--- src/rtl/output_port_arbiter.sv ---
`default_nettype none
// ============================================================================
// output_port_arbiter : round-robin wormhole arbiter and output flit register
// Rev 1.0
// ============================================================================
module output_port_arbiter #(
  parameter int MODIFIED_FLIT_SIZE = 34
) (
  input  logic                          clk,
  input  logic                          reset_n,
  input  logic [MODIFIED_FLIT_SIZE-1:0] inFlit1,
  input  logic [MODIFIED_FLIT_SIZE-1:0] inFlit2,
  input  logic [MODIFIED_FLIT_SIZE-1:0] inFlit3,
  input  logic [MODIFIED_FLIT_SIZE-1:0] inFlit4,
  input  logic                          inValid1,
  input  logic                          inValid2,
  input  logic                          inValid3,
  input  logic                          inValid4,
  output logic                          inReady1,
  output logic                          inReady2,
  output logic                          inReady3,
  output logic                          inReady4,
  input  logic                          portBlock,
  output logic [MODIFIED_FLIT_SIZE-1:0] outFlit,
  output logic                          outValid,
  output logic                          protocolError
);

  localparam int         c_W        = MODIFIED_FLIT_SIZE;
  localparam logic [1:0] c_TYPE_HEAD = 2'b01;
  localparam logic [1:0] c_TYPE_TAIL = 2'b11;

  typedef enum logic [0:0] {
    S_IDLE   = 1'b0,
    S_LOCKED = 1'b1
  } state_t;

  state_t           r_state;
  state_t           w_stateNext;
  logic [1:0]       r_rrPtr;
  logic [1:0]       w_rrPtrNext;
  logic [1:0]       r_grant;
  logic [1:0]       w_grantNext;
  logic [c_W-1:0]   r_outFlit;
  logic             r_outValid;
  logic             r_protocolError;

  logic [c_W-1:0]   w_flit [4];
  logic [3:0]       w_valid;
  logic [3:0]       w_isStart;
  logic [3:0]       w_isCont;
  logic [3:0]       w_ready;
  logic [1:0]       w_win;
  logic [1:0]       w_sel;
  logic             w_winFound;
  logic             w_loadEn;
  logic             w_accept;
  logic             w_protoViol;

  assign w_flit[0] = inFlit1;
  assign w_flit[1] = inFlit2;
  assign w_flit[2] = inFlit3;
  assign w_flit[3] = inFlit4;
  assign w_valid   = {inValid4, inValid3, inValid2, inValid1};

  assign w_loadEn  = !r_outValid || !portBlock;
  assign w_accept  = |w_ready;

  // Type bit 1 separates packet starters (head/single) from continuations (body/tail).
  always_comb begin
    w_isStart = '0;
    w_isCont  = '0;
    for (int i = 0; i < 4; i++) begin
      w_isStart[i] = w_valid[i] && !w_flit[i][c_W-1];
      w_isCont[i]  = w_valid[i] &&  w_flit[i][c_W-1];
    end
  end

  // Scan from the highest offset down so the candidate closest to r_rrPtr wins.
  always_comb begin
    w_winFound = 1'b0;
    w_win      = r_rrPtr;
    for (int k = 3; k >= 0; k--) begin
      if (w_isStart[r_rrPtr + 2'(k)]) begin
        w_winFound = 1'b1;
        w_win      = r_rrPtr + 2'(k);
      end
    end
  end

  always_comb begin
    w_stateNext = r_state;
    w_rrPtrNext = r_rrPtr;
    w_grantNext = r_grant;
    w_ready     = '0;
    w_sel       = r_grant;
    w_protoViol = 1'b0;
    case (r_state)
      S_IDLE: begin
        w_protoViol = |w_isCont;
        w_sel       = w_win;
        if (w_winFound && w_loadEn) begin
          w_ready[w_win] = 1'b1;
          w_grantNext    = w_win;
          if (w_flit[w_win][c_W-1:c_W-2] == c_TYPE_HEAD) begin
            w_stateNext = S_LOCKED;
          end else begin
            w_rrPtrNext = w_win + 2'd1;
          end
        end
      end
      S_LOCKED: begin
        w_protoViol = w_isStart[r_grant];
        if (w_isCont[r_grant] && w_loadEn) begin
          w_ready[r_grant] = 1'b1;
          if (w_flit[r_grant][c_W-1:c_W-2] == c_TYPE_TAIL) begin
            w_stateNext = S_IDLE;
            w_rrPtrNext = r_grant + 2'd1;
          end
        end
      end
      default: w_stateNext = S_IDLE;
    endcase
    if (!reset_n) begin
      w_ready = '0;
    end
  end

  always_ff @(posedge clk) begin
    if (!reset_n) begin
      r_state <= S_IDLE;
      r_rrPtr <= 2'd0;
      r_grant <= 2'd0;
    end else begin
      r_state <= w_stateNext;
      r_rrPtr <= w_rrPtrNext;
      r_grant <= w_grantNext;
    end
  end

  // outFlit keeps its last value when the register empties without a new load.
  always_ff @(posedge clk) begin
    if (!reset_n) begin
      r_outFlit       <= '0;
      r_outValid      <= 1'b0;
      r_protocolError <= 1'b0;
    end else begin
      if (w_protoViol) begin
        r_protocolError <= 1'b1;
      end
      if (w_loadEn) begin
        r_outValid <= w_accept;
        if (w_accept) begin
          r_outFlit <= w_flit[w_sel];
        end
      end
    end
  end

  assign inReady1      = w_ready[0];
  assign inReady2      = w_ready[1];
  assign inReady3      = w_ready[2];
  assign inReady4      = w_ready[3];
  assign outFlit       = r_outFlit;
  assign outValid      = r_outValid;
  assign protocolError = r_protocolError;

endmodule
`default_nettype wire

--- config.mk ---
export PLATFORM = sky130hd
export DESIGN_NAME = output_port_arbiter
export DESIGN_NICKNAME = d
export VERILOG_FILES = /design/src/rtl/output_port_arbiter.sv
export SDC_FILE = /design/constraint.sdc
export NUM_CORES = 1
export LEC_CHECK = 0
export CAP_MARGIN = 10
export CORE_MARGIN = 2
export CORE_UTILIZATION = 32
export CTS_CLUSTER_DIAMETER = 40
export CTS_CLUSTER_SIZE = 16
export DETAILED_ROUTE_END_ITERATION = 8
export PLACE_DENSITY = 0.83
export SLEW_MARGIN = 10
export SYNTH_ARGS = -nofsm -noshare
export SYNTH_HDL_FRONTEND = slang
export SYNTH_SLANG_ARGS = --single-unit
--- constraint.sdc ---
create_clock -name clk -period 3.8 [get_ports clk]
set_input_delay 0.76 -clock clk [delete_from_list [all_inputs] [get_ports clk]]
set_output_delay 0.76 -clock clk [all_outputs]
set_load 0.03 [all_outputs]
[After elaboration in Yosys (flattened, before gate mapping)]
Cells that the tools add are included.
W data, S select, Z words.
Storage, ports and cells
  flip-flop bits (word level): 41
  word-level logic and storage cells: 105
Cells by class
  add/sub/neg operators: 5
  $lt $le $gt $ge: 11
  eq/ne operators: 6
  mux-type cells: 49
  bitwise operators: 4
  reductions and logical operators: 24
Operators by type and width (number)
  $bmux W34 S2: 3
  $mux W34: 6
  $lt A2 B3 Y1 const B: 6
  $mux W2: 9
  $mux W1: 16
  $bmux W1 S2: 6
  $logic_and A1 B1 Y1: 12
  $mux W4: 3
  $ge A3 B3 Y1 const B: 3
  $not A2 Y3: 3
  $pmux W4 S2: 1
  $reduce_or A4 Y1: 2
  $add A2 B1 Y2 const B: 3
  $logic_not A1 Y1: 6
  $add A2 B2 Y2 const B: 2
  $demux W1 S2: 2
  $ge A2 B1 Y1 const B: 2
  $ne A2 B1 Y1 const B: 2
  $ne A2 B2 Y1 const B: 2
  $pmux W1 S2: 2
  $pmux W2 S2: 1
  $reduce_and A2 Y1: 2
  $reduce_and A4 Y1: 1
  $eq A2 B1 Y1 const B: 1
  other kinds (3): 3

[Depth between registers and ports, before layout]
Gate-level depths: netlist of the first run.
  word-level depth: 17
  depth in mapped cells: 9
  gate-level depth less buffers: 7

[Worst setup path after synthesis of the first run]
OpenSTA, ideal clock, no wires.
  kind: input port to output port
  start: input port inValid4
  end: output port inReady3
  arrival: 2.202 ns
  setup slack: 0.838 ns
  stages on the path: 4
  path buffers: 0
  cell sequence: nand2_1 -> mux4_2 -> or3_1 -> o22ai_1
On the way
  word-level cells in the longest chain between the ends: 14
  elaborated cells between the ends (all ways): 31
  classes of those cells: order compare: 2; mux: 24; reduce/logical: 5
Ends and longest elaborated chain
  start: declaration: line 18  | input logic inValid4,
  $logic_and A1 B1 Y1: line 74  | w_isStart[i] = w_valid[i] && !w_flit[i][c_W-1];
  $bmux W1 S2: line 84  | if (w_isStart[r_rrPtr + 2'(k)]) begin
  $mux W1 (implied by the code): line 84
  $mux W2 (4 in series): line 84
  $lt A2 B3 Y1 (implied by the code) or $ge A2 B1 Y1 (tied branches): line 103  | w_ready[w_win] = 1'b1;
  $logic_and A1 B1 Y1 (implied by the code): line 103
  $mux W1 (implied by the code): line 103
  $demux W1 S2: line 103
  $mux W4: line 102  | if (w_winFound && w_loadEn) begin
  $pmux W4 S2 *: line 98  | case (r_state)
  $mux W4 *: line 124  | if (!reset_n) begin
  end: declaration: line 21  | output logic inReady3,
Every way passes the cells marked *; elsewhere a longest branch is shown, timed or not. The select of a mux whose other input is x is not followed.

[Worst setup path after layout of the first run]
  start: input port inValid3
  end: output port inReady1
On the way
  word-level cells in the longest chain between the ends: 14
  elaborated cells between the ends (all ways): 31
  classes of those cells: order compare: 2; mux: 24; reduce/logical: 5
Ends and longest elaborated chain
  start: declaration: line 17  | input logic inValid3,
  $logic_and A1 B1 Y1: line 74
  $bmux W1 S2: line 84
  $mux W1 (implied by the code): line 84
  $mux W2 (4 in series): line 84
  $lt A2 B3 Y1 (implied by the code) or $ge A2 B1 Y1 (tied branches): line 103
  $logic_and A1 B1 Y1 (implied by the code): line 103
  $mux W1 (implied by the code): line 103
  $demux W1 S2: line 103
  $mux W4: line 102
  $pmux W4 S2 *: line 98
  $mux W4 *: line 124
  end: declaration: line 19  | output logic inReady1,
Marks and branches as above.

==> impl_metrics.ini, run 1 <==
[outcome]
status = completed

[route]
num_vias = 2908
drt-total-wl_um = 9080
vias_per_cell = 5.11
antenna_left = 0
drt_iter0_drc = 44
remaining_drc_errors = 0
dr.pass1.iters = 4
wl_per_cell_um = 16.0

[clocking]
insertion_delay_ns = 0.29
htree_levels = 2
postCtsSetupRepairBufs = 0
hold_buffers = 0
clock-root-buffer = clkbuf_8
clk_pin_slew_worst_paths_ns = 0.08
cts_buffers = 5
cts.repair.resized = 0
clk_path_buf_depth = 2
cts_tree = yes
cts.sinks = 41

[synthesis]
async_flop_share_pct = 0
synth_edf_count = 0
ys.flop_type = dfxtp_1
yosysWarnings = 0
syn_avg_cell_area_um2 = 9.96
synthCells = 284
synth_cell_types = 40
synth_seq_cells = 41
synth_top_area_cell = dfxtp_1
synth_seq_area_share_pct = 29.0
synthTopCellsByArea = dfxtp_1 29%, mux2i_1 25%, o221ai_2 16%
syn-num-nets = 427
synth_top_cell_area_share_pct = 29.0
synth_area_um2 = 2830

[placed_design]
gp_congestion = 0.840
place_hpwl_um = 7120
io_buffers = 182

[layout]
antenna_cells = 0
area_delta_synth_final_pct = 71.6
nets = 603
fin_util_pct = 56.2
drive_above_1_share_pct = 13.7

[worst_setup_path]
path_class = in -> out
slowest_delay_ns = 0.50
cp.required_ns = 3.04
start_kind = primary input
worst-path-max-fanout = 6
slowest_stage = clkdlybuf4s50_1
crit_path_end_kind = output port
crit_arrival_ns = 2.68
cp_cell_sequence = clkdlybuf4s50_1 -> nor2b_1 -> a21oi_1 -> o21ai_2 -> inv_1 -> nand3_1 -> o22ai_1 -> buf_4

[global_route]
grt_use_met2_pct = 31.6
grt_max_degree = 36
antenna_found_initial = 0
grt_first_pass_wirelength_um = 14400
grt_overflow = 0
busiest_layer = met2
grtUsageTotal_pct = 18.2
grt_pass1_vias = 2929
met1_usage_pct = 22.6
grt_util_met3_pct = 5.51

[timing]
setup_violations = 0
hold_slack_ns = 0.465
rsz0062_at_grt = no
finalMaxSlewViolations = 0
finalClockSkew_ns = 0.00521
worst_pin_slew_ns = 0.550
setup_tns_ns = 0
slew_headroom_pct = 63.3
post-route-min-period_ns = 3.44
fmax_ghz = 0.290
period_share_pct = 90.6
hold_viol = 0

[hold_path]
min_path_type = reg -> reg

[die]
dieArea_um2 = 9610
chipHeight_um = 98.0
rows = 34
die_w_um = 98.0
start_util_pct = 32.8
io_pins = 183
core_area_um2 = 8640

[power]
p_per_area_nw_per_um2 = 482
peakVddDrop_mv = 0.263
p_total_mw = 2.34
power.leakage_nw = 1.96

[run]
max_cap_violations = 0
## flip-flops by register name (all words and copies together) (netlist names)
signal         cells
r_rrPtr            2
outValid           1
r_grant            2
protocolError      1
r_state            1
outFlit           34
## critical path, delay by kind of cell
family,cells,cell delay (ns)
buffers and inverters,3,0.83
AO/OA/AOI/OAI,3,0.63
AND/OR/NAND/NOR,2,0.48
## layer usage
layer | up-vias | wire length (um)
met1 | 1326 | 3790
met3 | 6 | 841
met2 | 139 | 4400
met5 | - | 0
met4 | 0 | 49
li1 | 1437 | -
## cells in the mapped netlist (3+ instances only)
master,n
dfxtp_1,41
o221ai_2,30
buf_2,7
o22ai_1,7
nor2_1,3
buf_6,5
clkbuf_1,6
o221ai_1,4
a21oi_1,5
and2b_1,3
mux2i_1,72
nand3_1,5
buf_4,4
nand2b_1,3
nor2b_1,7
nand2_1,49
inv_1,3
## placed cells by master, fill, tap and decap left out, types with 2 or more instances in the layout
master and count:
nor2_1 3, and2_1 2, nor2b_1 7, a21oi_1 5, clkdlybuf4s50_1 178, o211ai_1 2
xnor2_1 2, mux2i_1 71, and2b_1 3, mux4_2 2, o221ai_2 30, inv_1 3
nand2b_1 3, o22ai_1 7, clkbuf_8 6, o221ai_1 4, a21boi_0 2, nor2_2 2
nand2_1 49, nand3_1 5, dfxtp_1 41, buf_4 11, buf_12 2, nor3b_1 2
## report_power, final
part	switching [mW]	total [mW]	internal [mW]
clock network	0.151	0.366	0.214
registers	0.0861	0.631	0.545
logic	0.688	1.34	0.657
total	0.925	2.34	1.42
## through the flow
stage          instances  area [um2]  setup WS (ns)
2_1_floorplan        284        2830          0.838
3_3_place_gp         561        4740          0.418
3_5_place_dp         561        4740          0.387
4_1_cts              569        4850          0.387
5_1_grt              569        4850          0.232
6_report             569        4850          0.356
## cell type report
| class | count | area, um2 |
|---|---|---|
| clock buffers | 7 | 86.3 |
| clock inverters | 1 | 30.0 |
| fillers | 750 | 3780 |
| inverters | 4 | 15.0 |
| multi-input cells | 217 | 1860 |
| flip-flops and latches | 41 | 821 |
| well taps | 108 | 135 |
| repair buffers | 191 | 1900 |
## kinds of logic after synthesis
logic type / after synthesis / synth area share [%]
AND/OR/NAND/NOR: 81 / 13.6
XOR/XNOR: 2 / 0.619
multiplexers: 74 / 27.1
buffers and inverters: 26 / 5.62
flip-flops: 41 / 29.0
AO/OA/AOI/OAI: 60 / 24.1
## final timing paths
kind / slack, ns / cells after the start / end / start
max: 0.36 / 8 / inReady1 / inValid3
min: 0.47 / 2 / outFlit[18] / outFlit[18]
max reg2reg: 1.26 / 7 / outFlit[6] / r_grant[1]
min reg2reg: 0.47 / 2 / outFlit[18] / outFlit[18]
Note: power is estimated with default switching activity, not from simulation.
==> inputs of run 2 (changes only) <==
--- a/config.mk
+++ b/config.mk
@@ -6,12 +6,14 @@
 export NUM_CORES = 1
 export LEC_CHECK = 0
 export CAP_MARGIN = 10
+export CORE_ASPECT_RATIO = 1.2
 export CORE_MARGIN = 2
 export CORE_UTILIZATION = 32
 export CTS_CLUSTER_DIAMETER = 40
 export CTS_CLUSTER_SIZE = 16
 export DETAILED_ROUTE_END_ITERATION = 8
 export PLACE_DENSITY = 0.83
+export RECOVER_POWER = 50
 export SLEW_MARGIN = 10
 export SYNTH_ARGS = -nofsm -noshare
 export SYNTH_HDL_FRONTEND = slang
==> run 2 against run 1 <==
  * Via count is 2.5% higher
  * Non-clock buffer count decreased by 1
  * Global-route usage rose by 1.7 points
  * Final area increased by 0.80%
  * Utilization increased by 0.92 points
  * Wire length up 5.9%
  * Sequential power hardly changed
  * Sequential share of layout area decreased by 0.13 points
==> impl_metrics.ini, run 2 (synthesis results as in run 1) <==
[global_route]
grt_max_degree = 67
grt_pass1_vias = 3068
grt_first_pass_wirelength_um = 15700
antenna_found_initial = 0
grtUsageTotal_pct = 19.9
grt_overflow = 0

[worst_setup_path]
path_class = in -> out
worst-path-max-fanout = 3
slowest_delay_ns = 0.57
crit_path_end_kind = output port
cp_cell_sequence = dlygate4sd3_1 -> nand2_1 -> mux4_2 -> or3_1 -> o22ai_1 -> buf_12
reg2reg_depth = 7
slowest_stage = dlygate4sd3_1
start_kind = primary input
cp.required_ns = 3.04
crit_arrival_ns = 2.78

[clocking]
insertion_delay_ns = 0.29
hold_buffers = 0
cts_buffers = 5
clk_path_buf_depth = 2
cts.sinks = 41
cts.repair.resized = 0
htree_levels = 2
clk_pin_slew_worst_paths_ns = 0.08
cts_tree = yes
postCtsSetupRepairBufs = 0
clock-root-buffer = clkbuf_8

[layout]
ff_latch_area_um2 = 821
final_common_cell = clkdlybuf4s50_1
nets = 602
fin_cells = 576
area_delta_synth_final_pct = 72.9
multi_input_area_um2 = 1860
largest_reg_flops = 34
antenna_cells = 0
drive_above_1_share_pct = 13.3
fin_util_pct = 57.1
fillers = 748
final_cell_mix = 141 x clkdlybuf4s50_1, 71 x mux2i_1, 49 x nand2_1, 41 x dfxtp_1, 37 x dlygate4sd3_1

[timing]
setup_ws_ns = 0.256
period_share_pct = 93.3
setup_tns_ns = 0
setup_violations = 0
worst_pin_slew_ns = 0.538
fmax_ghz = 0.282
hold_viol = 0
finalClockSkew_ns = 0.00469
post-route-min-period_ns = 3.54
slew_headroom_pct = 64.1
finalMaxSlewViolations = 0
rsz0062_at_grt = no

[power]
peakVddDrop_mv = 0.327
p_per_area_nw_per_um2 = 468
p_int_mw = 1.36
power.leakage_nw = 2.05
switchingPower_mw = 0.931
clkPwrFrac_pct = 15.0
pwr-share-seq_pct = 27.4
switching_share_pct = 40.6
pwr-share-comb_pct = 57.6
p_total_mw = 2.29

[die]
rows = 37
die_w_um = 89.8
dieArea_um2 = 9610
start_util_pct = 33.0
core_area_um2 = 8560
chipHeight_um = 107
io_pins = 183

[route]
drt-total-wl_um = 9620
remaining_drc_errors = 0
vias_per_cell = 5.18
drt_iter0_drc = 61
dr.pass1.iters = 4
wl_per_cell_um = 16.7
antenna_left = 0
num_vias = 2981

[placed_design]
place_inst = 569
place_hpwl_um = 7680
dp_slack_ns = 0.292
gp_congestion = 0.919
io_buffers = 182

[run]
max_cap_violations = 0

[outcome]
status = completed

[hold_path]
min_path_type = reg -> reg
hold_path_depth = 2
-- run 2: cell count changes in the layout (fill, tap and decap cells not counted), moves of 4 or more --
cell / change
dlygate4sd3_1: +37
buf_4: -5
clkdlybuf4s50_1: -37
buf_12: +4
-- run 2: power by group through the flow --
stage / logic, mW / registers [mW] / clock network [mW]
after floorplan: 0.693 / 0.815 / 0
after global placement: 1.35 / 0.634 / 0
final: 1.32 / 0.628 / 0.344
after CTS: 1.37 / 0.631 / 0.360
after detailed placement: 1.37 / 0.640 / 0
after global routing: 1.41 / 0.642 / 0.375
-- run 2: routing by layer --
layer / track usage [%] / wire length [um] / vias up
li1: - / - / 1420
met1: 22.5 / 3840 / 1414
met2: 36.3 / 4890 / 133
met3: 6.54 / 742 / 14
met4: 5.16 / 147 / 0
met5: 0 / 0 / -
-- run 2: path summary, 6_finish.rpt --
path,from,end,slack [ns]
worst max-delay path,inFlit4[33],inReady3,0.26
worst min-delay path,outFlit[10],outFlit[10],0.46
worst max register to register,r_grant[1],outFlit[20],1.15
worst min register to register,outFlit[10],outFlit[10],0.46
-- run 2: area by class of cell --
| class | instances | share of cell area (%) |
|---|---|---|
| timing repair buffer | 190 | 39.8 |
| multi-input combinational | 217 | 38.0 |
| sequential | 41 | 16.8 |
| tap | 117 | 2.99 |
| clock buffer | 5 | 1.41 |
| clock inverter | 2 | 0.716 |
| inverter | 4 | 0.307 |
-- run 2: stage by stage --
stage | hold WS (ns) | cell area [um2]
after floorplan | 0.477 | 2830
after global placement | 0.446 | 4790
after detailed placement | 0.449 | 4790
after CTS | 0.476 | 4890
after global routing | 0.488 | 4890
final | 0.462 | 4890
-- run 2: critical path: cells and delay by family --
kind            cells  cell delay (ns)
buf+inv             2             0.73
mux                 1             0.53
simple gates        2             0.50
compound gates      1             0.27
